===== src/rtl/hazard_ctrl.sv =====
// Pipeline stall/flush controller: merges memory stalls, EX redirects and ID data
// hazards into PC/pipeline-register controls, with saturating perf counters and a hang detector.
module hazard_ctrl #(
  parameter int unsigned REG_W      = 5,
  parameter int unsigned FORWARDING = 1,
  parameter int unsigned CNT_W      = 32,
  parameter int unsigned TIMEOUT    = 1024
) (
  input  logic             clk,
  input  logic             rst,
  input  logic             imem_read,
  input  logic             imem_resp,
  input  logic             dmem_read,
  input  logic             dmem_write,
  input  logic             dmem_resp,
  input  logic             ex_valid,
  input  logic             br_en,
  input  logic             ex_jal,
  input  logic             ex_jalr,
  input  logic [REG_W-1:0] id_rs1,
  input  logic [REG_W-1:0] id_rs2,
  input  logic             id_use_rs1,
  input  logic             id_use_rs2,
  input  logic             idex_mem_read,
  input  logic             idex_we,
  input  logic             exmem_we,
  input  logic             memwb_we,
  input  logic [REG_W-1:0] idex_rd,
  input  logic [REG_W-1:0] exmem_rd,
  input  logic [REG_W-1:0] memwb_rd,
  output logic             pc_en,
  output logic [1:0]       pcmux_sel,
  output logic             IFID_en,
  output logic             IDEX_en,
  output logic             EXMEM_en,
  output logic             MEMWB_en,
  output logic             IFID_flush,
  output logic             IDEX_flush,
  output logic [CNT_W-1:0] stall_cycles,
  output logic [CNT_W-1:0] flush_events,
  output logic [CNT_W-1:0] hazard_bubbles,
  output logic             hang_err
);

  localparam int unsigned TMR_W = $clog2(TIMEOUT) + 1;

  localparam logic [1:0] SEL_PC4  = 2'd0;
  localparam logic [1:0] SEL_ALU  = 2'd1;
  localparam logic [1:0] SEL_JALR = 2'd2;

  typedef enum logic {
    RUN   = 1'b0,
    STALL = 1'b1
  } state_t;

  state_t           r_state;
  state_t           w_state_nxt;
  logic [TMR_W-1:0] r_stall_timer;
  logic [TMR_W-1:0] w_timer_nxt;
  logic [CNT_W-1:0] r_stall_cycles;
  logic [CNT_W-1:0] r_flush_events;
  logic [CNT_W-1:0] r_hazard_bubbles;
  logic             r_hang_err;

  logic w_mem_stall;
  logic w_redirect;
  logic w_data_haz;
  logic w_match_idex;
  logic w_match_exmem;
  logic w_match_memwb;

  // An ID source collides with a writer when it reads the same non-x0 register.
  function automatic logic src_match(input logic [REG_W-1:0] rd);
    return (rd != '0) &&
           ((id_use_rs1 && (id_rs1 == rd)) || (id_use_rs2 && (id_rs2 == rd)));
  endfunction

  assign w_mem_stall   = (imem_read & ~imem_resp) | ((dmem_read | dmem_write) & ~dmem_resp);
  assign w_redirect    = ex_valid & (br_en | ex_jal | ex_jalr);
  assign w_match_idex  = src_match(idex_rd);
  assign w_match_exmem = src_match(exmem_rd);
  assign w_match_memwb = src_match(memwb_rd);

  // With forwarding only a load in ID/EX can't be bypassed; without it any pending writer stalls.
  always_comb begin
    if (FORWARDING != 0) begin
      w_data_haz = idex_mem_read & w_match_idex;
    end else begin
      w_data_haz = (idex_we & w_match_idex) | (exmem_we & w_match_exmem) |
                   (memwb_we & w_match_memwb);
    end
  end

  // Pipeline controls, priority rst > mem_stall > redirect > data_haz > run.
  always_comb begin
    pc_en      = 1'b1;
    pcmux_sel  = SEL_PC4;
    IFID_en    = 1'b1;
    IDEX_en    = 1'b1;
    EXMEM_en   = 1'b1;
    MEMWB_en   = 1'b1;
    IFID_flush = 1'b0;
    IDEX_flush = 1'b0;
    if (rst) begin
      pc_en      = 1'b0;
      IFID_en    = 1'b0;
      IDEX_en    = 1'b0;
      EXMEM_en   = 1'b0;
      MEMWB_en   = 1'b0;
      IFID_flush = 1'b1;
      IDEX_flush = 1'b1;
    end else if (w_mem_stall) begin
      pc_en    = 1'b0;
      IFID_en  = 1'b0;
      IDEX_en  = 1'b0;
      EXMEM_en = 1'b0;
      MEMWB_en = 1'b0;
    end else if (w_redirect) begin
      pcmux_sel  = ex_jalr ? SEL_JALR : SEL_ALU;
      IFID_flush = 1'b1;
      IDEX_flush = 1'b1;
    end else if (w_data_haz) begin
      pc_en      = 1'b0;
      IFID_en    = 1'b0;
      IDEX_flush = 1'b1;
    end
  end

  // Stall FSM; the timer only runs while a memory stall is held.
  always_comb begin
    w_state_nxt = r_state;
    w_timer_nxt = '0;
    case (r_state)
      RUN: begin
        if (w_mem_stall) begin
          w_state_nxt = STALL;
          w_timer_nxt = TMR_W'(1);
        end
      end
      STALL: begin
        if (w_mem_stall) begin
          w_timer_nxt = (r_stall_timer == TMR_W'(TIMEOUT)) ? r_stall_timer
                                                            : r_stall_timer + TMR_W'(1);
        end else begin
          w_state_nxt = RUN;
        end
      end
    endcase
  end

  always_ff @(posedge clk) begin
    if (rst) begin
      r_state       <= RUN;
      r_stall_timer <= '0;
      r_hang_err    <= 1'b0;
    end else begin
      r_state       <= w_state_nxt;
      r_stall_timer <= w_timer_nxt;
      if (w_mem_stall && (r_stall_timer == TMR_W'(TIMEOUT - 1))) begin
        r_hang_err <= 1'b1;
      end
    end
  end

  // Saturating event counters.
  always_ff @(posedge clk) begin
    if (rst) begin
      r_stall_cycles   <= '0;
      r_flush_events   <= '0;
      r_hazard_bubbles <= '0;
    end else begin
      if (w_mem_stall && (r_stall_cycles != {CNT_W{1'b1}})) begin
        r_stall_cycles <= r_stall_cycles + CNT_W'(1);
      end
      if (w_redirect && !w_mem_stall && (r_flush_events != {CNT_W{1'b1}})) begin
        r_flush_events <= r_flush_events + CNT_W'(1);
      end
      if (w_data_haz && !w_mem_stall && !w_redirect &&
          (r_hazard_bubbles != {CNT_W{1'b1}})) begin
        r_hazard_bubbles <= r_hazard_bubbles + CNT_W'(1);
      end
    end
  end

  assign stall_cycles   = r_stall_cycles;
  assign flush_events   = r_flush_events;
  assign hazard_bubbles = r_hazard_bubbles;
  assign hang_err       = r_hang_err;

endmodule

===== config.mk =====
export PLATFORM = sky130hd
export DESIGN_NAME = hazard_ctrl
export DESIGN_NICKNAME = d
export VERILOG_FILES = /design/src/rtl/hazard_ctrl.sv
export SDC_FILE = /design/constraint.sdc
export NUM_CORES = 1
export LEC_CHECK = 0
export BUFFER_PORTS_ARGS = -buffer_cell sky130_fd_sc_hd__buf_4
export CAP_MARGIN = 20
export CORE_MARGIN = 8
export CORE_UTILIZATION = 40
export CTS_CLUSTER_DIAMETER = 50
export DETAILED_ROUTE_END_ITERATION = 16
export GPL_ROUTABILITY_DRIVEN = 0
export GPL_TIMING_DRIVEN = 0
export PLACE_DENSITY = 0.66
export SYNTH_ARGS = -nofsm -noshare
export SYNTH_HDL_FRONTEND = slang
export SYNTH_SLANG_ARGS = --single-unit
export TNS_END_PERCENT = 10

===== constraint.sdc =====
create_clock -name clk -period 1.9 [get_ports clk]
set_input_delay 0.285 -clock clk [delete_from_list [all_inputs] [get_ports clk]]
set_output_delay 0.285 -clock clk [all_outputs]
set_load 0.05 [all_outputs]

# == Word-level counts from Yosys, hierarchy flattened ==
# Index checks and enable logic that the tools add are counted.
# op_classes
add_sub_neg,4
multipliers,0
div,0
order_cmp,0
eq_ne,8
shift,0
mux,22
bitwise_logic,11
n_reduce_logical,14
# ops
op,n
$add A32 B1 Y32 const B,3
$ne A32 B32 Y1 const B,3
$mux W11,2
$pmux W11 S2,1
$mux W1,15
$add A11 B1 Y11 const B,1
$eq A11 B10 Y1 const B,1
$eq A11 B11 Y1 const B,1
$eq A5 B5 Y1,2
$logic_and A1 B1 Y1,10
$mux W2,4
$reduce_bool A5 Y1,1
$and A1 B1 Y1,4
$or A1 B1 Y1,4
$ne A3 B3 Y1 const B,1
$not A1 Y1,3
$logic_not A1 Y1,2
$logic_or A1 B1 Y1,1
# word_totals
reg_bits,109
latch_bits,0
ramBits,0
romBits,0
n_memories,0

# == Depth between registers and ports, before layout ==
# logic_depth
ltp_word,9
depth_mapped,9

# == Worst setup path after synthesis ==
# No wires, ideal clock.
# synth_path
path_kind,input -> output
startpoint,input port rst
endpoint,output port pc_en
arrival_ps,3091
required_time_ps,1615
slack_ps,-1476
path_stages,5
n_path_buf,3
cell_sequence,clkbuf_1 -> clkbuf_1 -> nor2_1 -> a21boi_0 -> buf_4
# synth_via
elab_chain_len,1
# synth_lines
element,line_no,text
from (decl),10,"input logic rst,"
$mux W1,--,
to (decl),31,"output logic pc_en,"
# Every way passes these cells.

# == Worst setup path in the final report ==
# layout_path
startpoint,register r_stall_cycles[9] (netlist: stall_cycles[9])
endpoint,register r_stall_cycles[27] (netlist: stall_cycles[27])
# layout_via
elab_chain_len,2
word_cells_on_any_way,3
cone_classes,1 x add/sub; 1 x eq/ne; 1 x reduce/logical
# layout_lines
element,line_no,text
from (decl),60,logic [CNT_W-1:0] r_stall_cycles;
from (signal assigned),173,r_stall_cycles <= r_stall_cycles + CNT_W'(1);
"parallel branches: the longest is 2 deep, another holds $add A32 B1 Y32",--,
# Several ways; the timed one is not identified.
# A chain may end at the register's enable or synchronous reset.

==> summary.md <==
| Metric | Value |
|---|---|
| Status | `complete, but fails checks` |
| CP Data Required Time | `2.13 ns` |
| Die Area | `17740 µm²` |
| Global route total overflow | `0` |
| CTS Root Cell | `clkbuf_16` |
| Final HPWL DP | `around 12000 µm` |
| Most common cell after layout, fill and taps aside | `buf_4` |
| Area occupied by multi-input gates | `about 3500 µm²` |
| Type of origin of the critical path | `flop` |
| Synthesized instance count | `661` |
| FF-to-FF Start | `stall_cycles[9]` |
| Worst slack at placement | `-0.6170 ns` |
| Register area | `2347 µm²` |
| IO Pins | `148` |
| Final nets | `870` |
| Top post-synthesis cells by area | `dfxtp_1 (40%), xnor2_1 (5.9%), nor2_1 (5.9%), xor2_1 (5.3%), nand3_1 (4.2%)` |
| TritonRoute pass-1 iters | `4` |
| CTS sink cnt | `between 100 and 150` |
| Worst-path clk slew | `0.07 ns` |
| HP Class | `reg2reg` |
| Global-route wire length before repair | `approximately 26000 µm` |
| Yosys top cell area share | `approximately two fifths` |
| CP Max Fanout | `5` |
| Hold Slack | `0.4361 ns` |
| Fin crit period | `2.035 ns` |
| Vias in the first global route | `about 5400` |
| Initial DRC Count | `349` |
| IO buf count | `133` |
| Ys async rst share | `0%` |
| Post-synth cell types | `53` |
| Layout Cells excl Fill | `around 1000` |
| Initial antenna violation count | `0` |
| Vias | `roughly 5500` |
| Largest net degree at the start of global routing | `18` |
| Residual DRC | `0` |
| RSZ-0062 raised after global routing | `yes` |
| CP arrival | `2.26 ns` |
| Net Count, Synth | `708` |
| Rel. slew slack | `roughly 54%` |
| P per Cell Area | `587.4 nW/µm²` |
| Fmax | `491.4 MHz` |
| Post-synth top flop | `dfxtp_1` |
| Average size of a mapped cell | `8.314 µm²` |
| Cell taking the most area after synthesis | `dfxtp_1` |
| Synth Cell Area | `roughly 5500 µm²` |
| Hold buffers post-CTS | `0` |
| Number of flops mapped to enable cells by yosys | `0` |
| Clock latency on the worst-skew pair | `0.35 ns` |
| Total design power | `4540 µW` |
| TritonCTS clock tree | `yes` |
| Die X-Extent | `about 130 µm` |
| Hold Path Stages | `1` |
| Layout area overhead | `40.64%` |
| R2R cell count | `7` |
| Post-Route WL | `16330 µm` |
| Initial Util | `between 40% and 50%` |
| Fin. Hold Viols | `0` |
| Failing checks | `setup timing` |
| Inst Count DP | `974` |
| Critical Path Start | `stall_cycles[9]` |
| Clk buf depth | `2` |
| Critical path type | `reg2reg` |
| Vert. Die Dim | `133.2 µm` |
| Wire per inst | `16.20 µm` |
| # setup viols final | `33` |
| Max-cap violation count | `0` |
| Total GRT Usage | `17.54%` |
| P_leak | `0.002816 µW` |
| Fraction of layout cells with a size suffix above 1 | `39.49%` |
| Antenna Cells | `0` |
| Synth Warn # | `0` |
| Clock buffer count from CTS | `9` |
| Vias/cell | `around 5.4` |
| Synth Register Bits | `109` |
| Routed Antenna Nets | `0` |
| Slack of the critical path | `-0.1352 ns` |
| Core Rows | `43` |
| CORE AREA | `13670 µm²` |
| Fin. max-slew vios | `0` |
| # fillers | `about 1200` |
| Hold Startpoint | `r_state` |
| Setup crit end kind | `flop` |
| Final Skew | `around 0.009 ns` |
| Commonest non-fill, non-tap cells in the layout | `buf_4 (148), nor2_1 (84), dfxtp_2 (48), nand3_1 (40)` |
| CTS H-tree lvls | `3` |
| Seq/Total Area, Yosys | `39.71%` |
| Worst Tran Pin Value | `0.6974 ns` |
| Peak supply drop | `0.6092 mV` |
| Final period utilization | `107.1%` |
[power by group]
| group | total (µW) | internal (µW) | switching [µW] |
|---|---|---|---|
| sequential | 2270 | 2260 | 13.8 |
| combinational | 390 | 153 | 237 |
| clock | 1880 | 1040 | 837 |
| total | 4540 | 3450 | 1090 |
[worst max-delay path: stages, from the launching register on]
cell	delay (ns)
dfxtp_4	0.38
nand4_1	0.15
or4_4	0.59
o31ai_4	0.33
buf_6	0.17
nor4_1	0.06
xnor2_1	0.17
nor2_1	0.05
[synth_stat cells, drive strengths merged, types with 17 or more instances]
library cell  count
a21oi            37
and3             17
clkbuf           18
dfxtp           109
nand2            40
nand3            48
nand4            38
nor2             86
nor3             22
o21ai            35
or3              32
xnor2            37
xor2             33
[layout make-up]
cell class | count | share of cell area [%]
tap | 180 | 2.914
clock inverter | 3 | 0.2266
clock buffer | 13 | 3.643
buffer | 29 | 2.671
inverter | 8 | 0.3885
multi-input combinational | 514 | 44.84
timing repair buffer | 152 | 14.94
sequential | 109 | 30.37
[through the flow]
step	instance area (µm²)	util (%)	TNS (ns)
2_1_floorplan	5717	-	-3.425
3_3_place_gp	6940	50.79	-22.70
3_5_place_dp	6940	50.79	-24.69
4_1_cts	7527	55.08	-0.5507
5_1_grt	7729	56.56	-7.421
6_report	7729	56.56	-2.055
[kinds of logic after synthesis]
group / synth area share, %
flip-flops: 39.71
buffers and inverters: 3.187
AO/OA/AOI/OAI: 9.085
multiplexers: 1.776
AND/OR/NAND/NOR: 33.95
XOR/XNOR: 11.16
adder cells (fa/ha/maj): 1.138
[sequential cells by signal, indices dropped and copies added (netlist names)]
register	cells
hang_err	1
stall_cycles	32
flush_events	32
r_stall_timer	11
hazard_bubbles	32
r_state	1
[metal layers]
layer	track usage [%]	share of wire [%]
met5	0	0
met3	4.066	4.2
met1	20.63	43
met4	7.611	2.7
met2	29.89	50
[final timing paths]
| check | slack [ns] | end |
|---|---|---|
| worst min register to register | 0.44 | r_stall_timer[0] |
| worst max-delay path | -0.14 | stall_cycles[27] |
| worst max register to register | -0.14 | stall_cycles[27] |
| worst min-delay path | 0.44 | r_stall_timer[0] |
[timing repair]
| item | in CTS | in global routing |
|---|---|---|
| cloned | 2 | 2 |
| setup buffers | 9 | 6 |
| pin swaps | 16 | 24 |
| setup endpoints to repair | 90 | 94 |
| resized for setup | 53 | 35 |
Note: power is estimated with default switching activity, not from simulation.
